File: config.mk
export PLATFORM = sky130hd
export DESIGN_NAME = l_line_io_buffer_flat
export DESIGN_NICKNAME = d
export VERILOG_FILES = /design/src/rtl/l_line_io_buffer_pkg.sv /design/src/rtl/l_line_io_buffer_if.sv /design/src/rtl/l_line_io_buffer_fifo.sv /design/src/rtl/l_line_io_buffer.sv /design/src/flat_wrapper.sv
export SDC_FILE = /design/constraint.sdc
export NUM_CORES = 1
export LEC_CHECK = 0
export BUFFER_PORTS_ARGS = -buffer_cell sky130_fd_sc_hd__buf_2
export CAP_MARGIN = 0
export CELL_PAD_IN_SITES_DETAIL_PLACEMENT = 2
export CELL_PAD_IN_SITES_GLOBAL_PLACEMENT = 2
export CORE_MARGIN = 8
export CORE_UTILIZATION = 45
export CTS_CLUSTER_SIZE = 28
export DETAILED_ROUTE_END_ITERATION = 10
export HOLD_SLACK_MARGIN = 0.1
export PLACE_DENSITY = 0.77
export SYNTH_ARGS = -nofsm -noshare
export SYNTH_HDL_FRONTEND = slang
export SYNTH_SLANG_ARGS = --single-unit
export TNS_END_PERCENT = 100
File: constraint.sdc
create_clock -name clk -period 4.35 [get_ports clk]
set_input_delay 0.2175 -clock clk [delete_from_list [all_inputs] [get_ports clk]]
set_output_delay 0.2175 -clock clk [all_outputs]
set_load 0.05 [all_outputs]
File: src/rtl/l_line_io_buffer_pkg.sv
// Shared helpers for the buffered line I/O block.
// Width functions and the data-bus reset value.
package l_io_pkg;

   function automatic int ch_w(input int channels);
      return (channels > 1) ? $clog2(channels) : 1;
   endfunction

   function automatic int cnt_w(input int depth);
      return $clog2(depth) + 1;
   endfunction

   localparam logic DATA_RST = 1'b0;

endpackage

File: src/rtl/l_line_io_buffer_if.sv
// Core-side and device-side signals of the line I/O buffer.
// master drives requests and device inputs; slave is the buffer.
interface l_line_io_buffer_if
   import l_io_pkg::*;
#(
   parameter int DATA_W   = 16,
   parameter int CHANNELS = 2
);
   localparam int CH_W = ch_w(CHANNELS);

   logic                         coreWrite;
   logic                         coreRead;
   logic [CH_W-1:0]              coreChannel;
   logic [DATA_W-1:0]            coreData;
   logic [DATA_W-1:0]            coreInput;
   logic                         coreStall;
   logic [CHANNELS*DATA_W-1:0]   txData;
   logic [CHANNELS-1:0]          txValid;
   logic [CHANNELS-1:0]          txReady;
   logic [CHANNELS*DATA_W-1:0]   rxData;
   logic [CHANNELS-1:0]          rxValid;
   logic [CHANNELS-1:0]          rxReady;
   logic [CHANNELS-1:0]          txEmpty;

   modport master (
      output coreWrite, coreRead, coreChannel, coreData,
      output txReady, rxData, rxValid,
      input  coreInput, coreStall, txData, txValid,
      input  rxReady, txEmpty
   );

   modport slave (
      input  coreWrite, coreRead, coreChannel, coreData,
      input  txReady, rxData, rxValid,
      output coreInput, coreStall, txData, txValid,
      output rxReady, txEmpty
   );

endinterface

File: src/rtl/l_line_io_buffer_fifo.sv
// Single-clock FIFO with wrap-around pointers and an occupancy count.
// head reads 0 while empty so callers need no extra gating.
module l_line_fifo
   import l_io_pkg::*;
#(
   parameter int DATA_W = 16,
   parameter int DEPTH  = 4
) (
   input  logic                      clk,
   input  logic                      rst_n,
   input  logic                      push,
   input  logic                      pop,
   input  logic [DATA_W-1:0]         data,
   output logic [DATA_W-1:0]         head,
   output logic                      full,
   output logic                      empty,
   output logic [cnt_w(DEPTH)-1:0]   count
);
   localparam int AW = $clog2(DEPTH);
   localparam int CW = cnt_w(DEPTH);

   logic [DATA_W-1:0] mem [DEPTH];
   logic [AW-1:0]     wr_ptr;
   logic [AW-1:0]     rd_ptr;
   logic              do_push;
   logic              do_pop;

   assign full    = (count == CW'(DEPTH));
   assign empty   = (count == '0);
   assign do_push = push && !full;
   assign do_pop  = pop && !empty;
   assign head    = empty ? {DATA_W{DATA_RST}} : mem[rd_ptr];

   always_ff @(posedge clk or negedge rst_n) begin
      if (!rst_n) begin
         wr_ptr <= '0;
         rd_ptr <= '0;
         count  <= '0;
      end else begin
         if (do_push)
            wr_ptr <= wr_ptr + AW'(1);
         if (do_pop)
            rd_ptr <= rd_ptr + AW'(1);
         if (do_push && !do_pop)
            count <= count + CW'(1);
         else if (do_pop && !do_push)
            count <= count - CW'(1);
      end
   end

   // Storage needs no reset: head is masked by empty.
   always_ff @(posedge clk) begin
      if (do_push)
         mem[wr_ptr] <= data;
   end

endmodule

File: src/rtl/l_line_io_buffer.sv
// Buffered multi-channel replacement for the sector's output/input line.
// Holds channel decode, stall logic and data muxing around 2*CHANNELS FIFOs.
module l_line_io_buffer
   import l_io_pkg::*;
#(
   parameter int DATA_W   = 16,
   parameter int CHANNELS = 2,
   parameter int DEPTH    = 4
) (
   input  logic                clk,
   input  logic                rst_n,
   l_line_io_buffer_if.slave   bus
);
   localparam int CH_W = ch_w(CHANNELS);
   localparam int CW   = cnt_w(DEPTH);

   logic              live;
   logic [CHANNELS-1:0] sel;
   logic [CHANNELS-1:0] tx_full;
   logic [CHANNELS-1:0] tx_empty;
   logic [CHANNELS-1:0] rx_full;
   logic [CHANNELS-1:0] rx_empty;
   logic [CHANNELS-1:0] tx_push;
   logic [CHANNELS-1:0] tx_pop;
   logic [CHANNELS-1:0] rx_push;
   logic [CHANNELS-1:0] rx_pop;
   logic [DATA_W-1:0] tx_head [CHANNELS];
   logic [DATA_W-1:0] rx_head [CHANNELS];
   logic [CW-1:0]     tx_cnt  [CHANNELS];
   logic [CW-1:0]     rx_cnt  [CHANNELS];
   logic              sel_tx_full;
   logic              sel_rx_empty;
   logic [DATA_W-1:0] sel_rx_head;
   logic              stall;

   // Core side stays inert until the first edge after reset release.
   always_ff @(posedge clk or negedge rst_n) begin
      if (!rst_n)
         live <= 1'b0;
      else
         live <= 1'b1;
   end

   // Out-of-range channels match nothing, so they never stall.
   always_comb begin
      sel          = '0;
      sel_tx_full  = 1'b0;
      sel_rx_empty = 1'b0;
      sel_rx_head  = {DATA_W{DATA_RST}};
      for (int k = 0; k < CHANNELS; k++) begin
         if (bus.coreChannel == CH_W'(k)) begin
            sel[k]       = 1'b1;
            sel_tx_full  = tx_full[k];
            sel_rx_empty = rx_empty[k];
            if (rx_cnt[k] != '0)
               sel_rx_head = rx_head[k];
         end
      end
   end

   assign stall = live &&
                  ((bus.coreWrite && sel_tx_full) ||
                   (bus.coreRead && sel_rx_empty));

   assign bus.coreStall = stall;
   assign bus.coreInput = live ? sel_rx_head
                               : {DATA_W{DATA_RST}};

   for (genvar k = 0; k < CHANNELS; k++) begin : g_ch
      assign tx_push[k] = live && bus.coreWrite && !stall && sel[k];
      assign rx_pop[k]  = live && bus.coreRead && !stall && sel[k];
      assign tx_pop[k]  = !tx_empty[k] && bus.txReady[k];
      assign rx_push[k] = bus.rxValid[k] && bus.rxReady[k];

      assign bus.txValid[k] = !tx_empty[k];
      assign bus.txEmpty[k] = (tx_cnt[k] == '0);
      assign bus.rxReady[k] = live && !rx_full[k];
      assign bus.txData[k*DATA_W +: DATA_W] = tx_head[k];

      l_line_fifo #(
         .DATA_W (DATA_W),
         .DEPTH  (DEPTH)
      ) u_tx (
         .clk   (clk),
         .rst_n (rst_n),
         .push  (tx_push[k]),
         .pop   (tx_pop[k]),
         .data  (bus.coreData),
         .head  (tx_head[k]),
         .full  (tx_full[k]),
         .empty (tx_empty[k]),
         .count (tx_cnt[k])
      );

      l_line_fifo #(
         .DATA_W (DATA_W),
         .DEPTH  (DEPTH)
      ) u_rx (
         .clk   (clk),
         .rst_n (rst_n),
         .push  (rx_push[k]),
         .pop   (rx_pop[k]),
         .data  (bus.rxData[k*DATA_W +: DATA_W]),
         .head  (rx_head[k]),
         .full  (rx_full[k]),
         .empty (rx_empty[k]),
         .count (rx_cnt[k])
      );
   end

endmodule

File: src/flat_wrapper.sv
// flat-port wrapper written by rule: the top's interface ports become plain ports
module l_line_io_buffer_flat import l_io_pkg::*;
#(
   parameter int DATA_W   = 16,
   parameter int CHANNELS = 2,
   parameter int DEPTH    = 4
)
  (clk, rst_n, bus_coreWrite, bus_coreRead, bus_coreChannel, bus_coreData, bus_txReady, bus_rxData, bus_rxValid, bus_coreInput, bus_coreStall, bus_txData, bus_txValid, bus_rxReady, bus_txEmpty);
  l_line_io_buffer_if #(.DATA_W(DATA_W), .CHANNELS(CHANNELS)) bus_i ();
  input  logic clk;
  input  logic rst_n;
  input wire logic [$bits(bus_i.coreWrite)-1:0] bus_coreWrite;
  input wire logic [$bits(bus_i.coreRead)-1:0] bus_coreRead;
  input wire logic [$bits(bus_i.coreChannel)-1:0] bus_coreChannel;
  input wire logic [$bits(bus_i.coreData)-1:0] bus_coreData;
  input wire logic [$bits(bus_i.txReady)-1:0] bus_txReady;
  input wire logic [$bits(bus_i.rxData)-1:0] bus_rxData;
  input wire logic [$bits(bus_i.rxValid)-1:0] bus_rxValid;
  output wire logic [$bits(bus_i.coreInput)-1:0] bus_coreInput;
  output wire logic [$bits(bus_i.coreStall)-1:0] bus_coreStall;
  output wire logic [$bits(bus_i.txData)-1:0] bus_txData;
  output wire logic [$bits(bus_i.txValid)-1:0] bus_txValid;
  output wire logic [$bits(bus_i.rxReady)-1:0] bus_rxReady;
  output wire logic [$bits(bus_i.txEmpty)-1:0] bus_txEmpty;
  assign bus_i.coreWrite = bus_coreWrite;
  assign bus_i.coreRead = bus_coreRead;
  assign bus_i.coreChannel = bus_coreChannel;
  assign bus_i.coreData = bus_coreData;
  assign bus_i.txReady = bus_txReady;
  assign bus_i.rxData = bus_rxData;
  assign bus_i.rxValid = bus_rxValid;
  assign bus_coreInput = bus_i.coreInput;
  assign bus_coreStall = bus_i.coreStall;
  assign bus_txData = bus_i.txData;
  assign bus_txValid = bus_i.txValid;
  assign bus_rxReady = bus_i.rxReady;
  assign bus_txEmpty = bus_i.txEmpty;
  l_line_io_buffer #(.DATA_W(DATA_W), .CHANNELS(CHANNELS), .DEPTH(DEPTH)) u_core (.clk(clk), .rst_n(rst_n), .bus(bus_i));
endmodule
==> impl_summary.log <==
[metrics] outcome: completed
[metrics] # Post-CTS Setup Buffers: 0
[metrics] net switching fraction of the power: 0.366
[metrics] number of instances in the synthesized netlist: 552
[metrics] skew final: between 10 and 15 ps
[metrics] sequential fraction of the synthesis area: 0.738
[metrics] Synth area leader: sky130_fd_sc_hd__edfxtp_1
[metrics] clock tree from TritonCTS: yes
[metrics] critical path launch point type: flop
[metrics] violation count after the first detailed-route iteration: 366
[metrics] number of port buffers: 111
[metrics] final antenna-violating net count: 0
[metrics] number of violations of the max-capacitance limit: 0
[metrics] remaining max-slew budget at the tightest pin: 0.150
[metrics] count of final max-slew check failures: 0
[metrics] Worst setup EP type: flop
[metrics] initial antenna violation count: 0
[metrics] number of gates given a new drive strength after cts: 0
[metrics] clock insertion delay at the later pin of the skew report: 540 ps
[metrics] portion of total power attributed to combinational logic: 0.326
[metrics] share of layout cells above drive strength 1: 0.305
[metrics] filler cell count in the final layout: around 2100
[metrics] maximum number of pins on one net before global-route repair: 30
[metrics] final total negative setup slack: 0 ps
[metrics] HPWL Detailed: 19.3 mm
[metrics] Static Leakage: ~4.8 nW
[metrics] count of state elements after synthesis: roughly 290
[metrics] Data arrival, critical path: 3470 ps
[metrics] Post-synth top flop: sky130_fd_sc_hd__edfxtp_1
[metrics] post-synthesis instance area: 11400 um2
[metrics] First-pass DRT Iterations: 6
[metrics] die outline width: between 150 and 200 um
[metrics] sequential power share: 0.413
[metrics] diodes inserted: 0
[metrics] Mapped Nets: 633
[metrics] root buf cell: sky130_fd_sc_hd__clkbuf_16
[metrics] H-tree depth: 1
[metrics] Tcrit/Tclk final: 0.701
[metrics] slowest CP cell: sky130_fd_sc_hd__nor3_2
[metrics] count of flip-flops with a built-in enable after synthesis: 256
[metrics] Hold Crit Start: bus_coreChannel
[metrics] buffer levels on the longest clock path: 3
[metrics] initial standard-cell utilization of the core: 0.455
[metrics] area fraction of the dominant cell type after synthesis: 0.675
[metrics] worst vdd rail ir drop: 391 uV
[metrics] routed vias: about 6000
[metrics] required time of the critical path: 4760 ps
[metrics] Warnings, synthesis: 0
[metrics] chip height: 175 um
[metrics] DRC violations left: 0
[metrics] type of the tightest min-delay check: primary input to flop
[metrics] TritonCTS Buffers: 29
[metrics] leading cell type in the layout, fill and taps excluded: sky130_fd_sc_hd__edfxtp_1
[metrics] Tot GR Track Use: 0.193
[metrics] vias in the first global route: 6871
[metrics] area growth from synthesis to final layout: 20.0%
[metrics] Pwr per Cell Area: 680 nW/um2
[metrics] number of placement rows: 58
[metrics] share of synthesized flip-flops with an asynchronous set or reset: 0.102
[metrics] Die Area: 30700 um2
[metrics] critical path start-end classification: flop to flop
[metrics] clock transition at the register clock pins on the worst setup and hold paths after CTS: 60 ps
[metrics] top achievable clock speed: 328 MHz
[metrics] total overflow reported by the global router: 0
[metrics] Least-Margin Pin Slew: 1270 ps
[metrics] Clock Sink Count: 285
[metrics] count of final hold-check violations: 0
[metrics] placement-stage cell area: 12200 um2
[metrics] per-instance average area after synthesis: 20.6 um2
[metrics] buffers plus inverters on the worst setup path: 1
[metrics] Netlist cell types: 32
[metrics] RSZ-0062 raised after global routing: false
[metrics] power dissipated by switching net loads: 0.00340 W
[metrics] number of nets at the end of the flow: around 800
[metrics] wire length of the first global-routing pass: about 45 mm
[metrics] routed via count divided by cell count: 5.47
[metrics] CP top delay family: simple AND/OR/NAND/NOR gates
[metrics] number of setup violations in the final report: 0
[metrics] core area: between 20000 and 30000 um2
[metrics] crit path from: u_core.g_ch[0].u_rx.count[0]
[metrics] cells taking the most area after synthesis: sky130_fd_sc_hd__edfxtp_1 67%, sky130_fd_sc_hd__mux4_2 13%, sky130_fd_sc_hd__dfrtp_1 6.4%
[metrics] Cell Chain, Critical Path: nor3_1 -> nor3_2 -> nand3_1 -> ha_1 -> inv_1 -> fa_1 -> mux2_2
[metrics] cell-internal power: slightly below 0.006 W
[metrics] clock network power share: 0.261
[metrics] delay of the slowest critical-path stage: 970 ps
[metrics] final std cell area, no fill: 13700 um2
[metrics] min Tclk post-route: 3050 ps
[metrics] number of I/O pins: 112
[metrics] highest-count cells in the layout ignoring fill and taps: 256 x sky130_fd_sc_hd__edfxtp_1, 111 x sky130_fd_sc_hd__buf_2, 64 x sky130_fd_sc_hd__mux4_2, 52 x sky130_fd_sc_hd__dlygate4sd3_1, 40 x sky130_fd_sc_hd__and2_1
[metrics] worst slack on hold paths: around 150 ps
[metrics] reg-to-reg startpoint: u_core.g_ch[0].u_rx.count[0]
[metrics] routed wirelength normalized by instance count: 27.2 um
[metrics] routed wire length: 29.1 mm
[metrics] RePlAce Congestion: 0.727
[metrics] largest fanout on the critical path: 18
[per-layer routing]
layer	vias up	share of wire	GRT usage
met5	-	0	0
met4	0	0.018	0.0399
met3	33	0.045	0.0330
met2	169	0.54	0.353
met1	3128	0.40	0.236
li1	2534	-	-
[cells in the mapped netlist, types with 3 or more instances]
| cell | n |
|---|---|
| sky130_fd_sc_hd__edfxtp_1 | 256 |
| sky130_fd_sc_hd__buf_4 | 7 |
| sky130_fd_sc_hd__clkbuf_1 | 11 |
| sky130_fd_sc_hd__ha_1 | 20 |
| sky130_fd_sc_hd__nor2_1 | 7 |
| sky130_fd_sc_hd__a32o_1 | 16 |
| sky130_fd_sc_hd__xnor2_1 | 16 |
| sky130_fd_sc_hd__and3_1 | 9 |
| sky130_fd_sc_hd__mux4_2 | 64 |
| sky130_fd_sc_hd__buf_2 | 8 |
| sky130_fd_sc_hd__mux2_2 | 6 |
| sky130_fd_sc_hd__nand2_1 | 6 |
| sky130_fd_sc_hd__xor2_1 | 8 |
| sky130_fd_sc_hd__o21ai_0 | 4 |
| sky130_fd_sc_hd__inv_1 | 16 |
| sky130_fd_sc_hd__nand3_1 | 5 |
| sky130_fd_sc_hd__fa_1 | 4 |
| sky130_fd_sc_hd__or3_1 | 3 |
| sky130_fd_sc_hd__and2_1 | 40 |
| sky130_fd_sc_hd__dfrtp_1 | 29 |
[worst register-to-register path: cells and delay by family, from the launching register on]
kind	cells	cell delay, ps
adders and majority gates	2	720
buffers and inverters	1	90
muxes	1	290
DFF	1	440
and+or+nand+nor	3	1400
[final timing paths]
kind,cells after the start,end,slack (ps)
worst max-delay path,7,u_core.g_ch[0].u_rx.count[1],1300
worst min-delay path,3,u_core.g_ch[0].u_tx.wr_ptr[0],150
worst max register to register,7,u_core.g_ch[0].u_rx.count[1],1300
worst min register to register,1,u_core.g_ch[0].u_tx.count[2],500
max in group asynchronous,2,u_core.g_ch[1].u_rx.wr_ptr[1],3530
min in group asynchronous,2,u_core.g_ch[0].u_rx.wr_ptr[0],310
[stage by stage]
stage | setup WS [ps] | std cells | util | power (W)
floorplan | 1490 | 552 | - | 0.00606
detailed placement | 1380 | 967 | 0.488 | 0.00691
finish | 1300 | 1072 | 0.546 | 0.00929
global route | 1080 | 1072 | 0.546 | 0.00969
CTS | 1200 | 1072 | 0.546 | 0.00939
global placement | 1600 | 967 | 0.488 | 0.00670
[sequential cells by signal, summed over array words and instances (netlist names)]
register                 cells
u_core.live                  1
u_core.g_ch.u_rx.wr_ptr      4
u_core.g_ch.u_tx.mem       128
u_core.g_ch.u_rx.mem       128
u_core.g_ch.u_tx.wr_ptr      4
u_core.g_ch.u_rx.rd_ptr      4
u_core.g_ch.u_tx.count       6
u_core.g_ch.u_rx.count       6
u_core.g_ch.u_tx.rd_ptr      4
[what timing repair did]
action,in CTS,in global routing
endpoints found under the setup margin,0,0
endpoints found under the hold margin,291,0
hold buffers,52,0
[layout make-up]
type	count	area (um2)	area share
Clock inverter	12	109	0.00796
Clock buffer	41	811	0.0593
Tap cell	330	413	0.0302
Sequential cell	285	8410	0.616
Multi-Input combinational cell	225	2790	0.204
Timing Repair Buffer	163	1080	0.0787
Inverter	16	60.1	0.00439
[power groups by stage]
stage | clock network (W) | registers [W] | logic (W)
2_1_floorplan | 0 | 0.00349 | 0.00257
3_3_place_gp | 0 | 0.00385 | 0.00285
3_5_place_dp | 0 | 0.00391 | 0.00300
4_1_cts | 0.00246 | 0.00386 | 0.00306
5_1_grt | 0.00255 | 0.00392 | 0.00322
6_report | 0.00243 | 0.00384 | 0.00303
[kinds of logic after synthesis]
| group | after synthesis | synth area share |
|---|---|---|
| flops | 285 | 0.738 |
| xor+xnor | 24 | 0.0185 |
| fa+ha+maj | 24 | 0.0290 |
| compound gates | 27 | 0.0238 |
| mux | 70 | 0.132 |
| buf+inv | 42 | 0.0170 |
| simple gates | 79 | 0.0404 |
| other cells | 1 | 0.000329 |
Power figures use the tool's default switching activity.
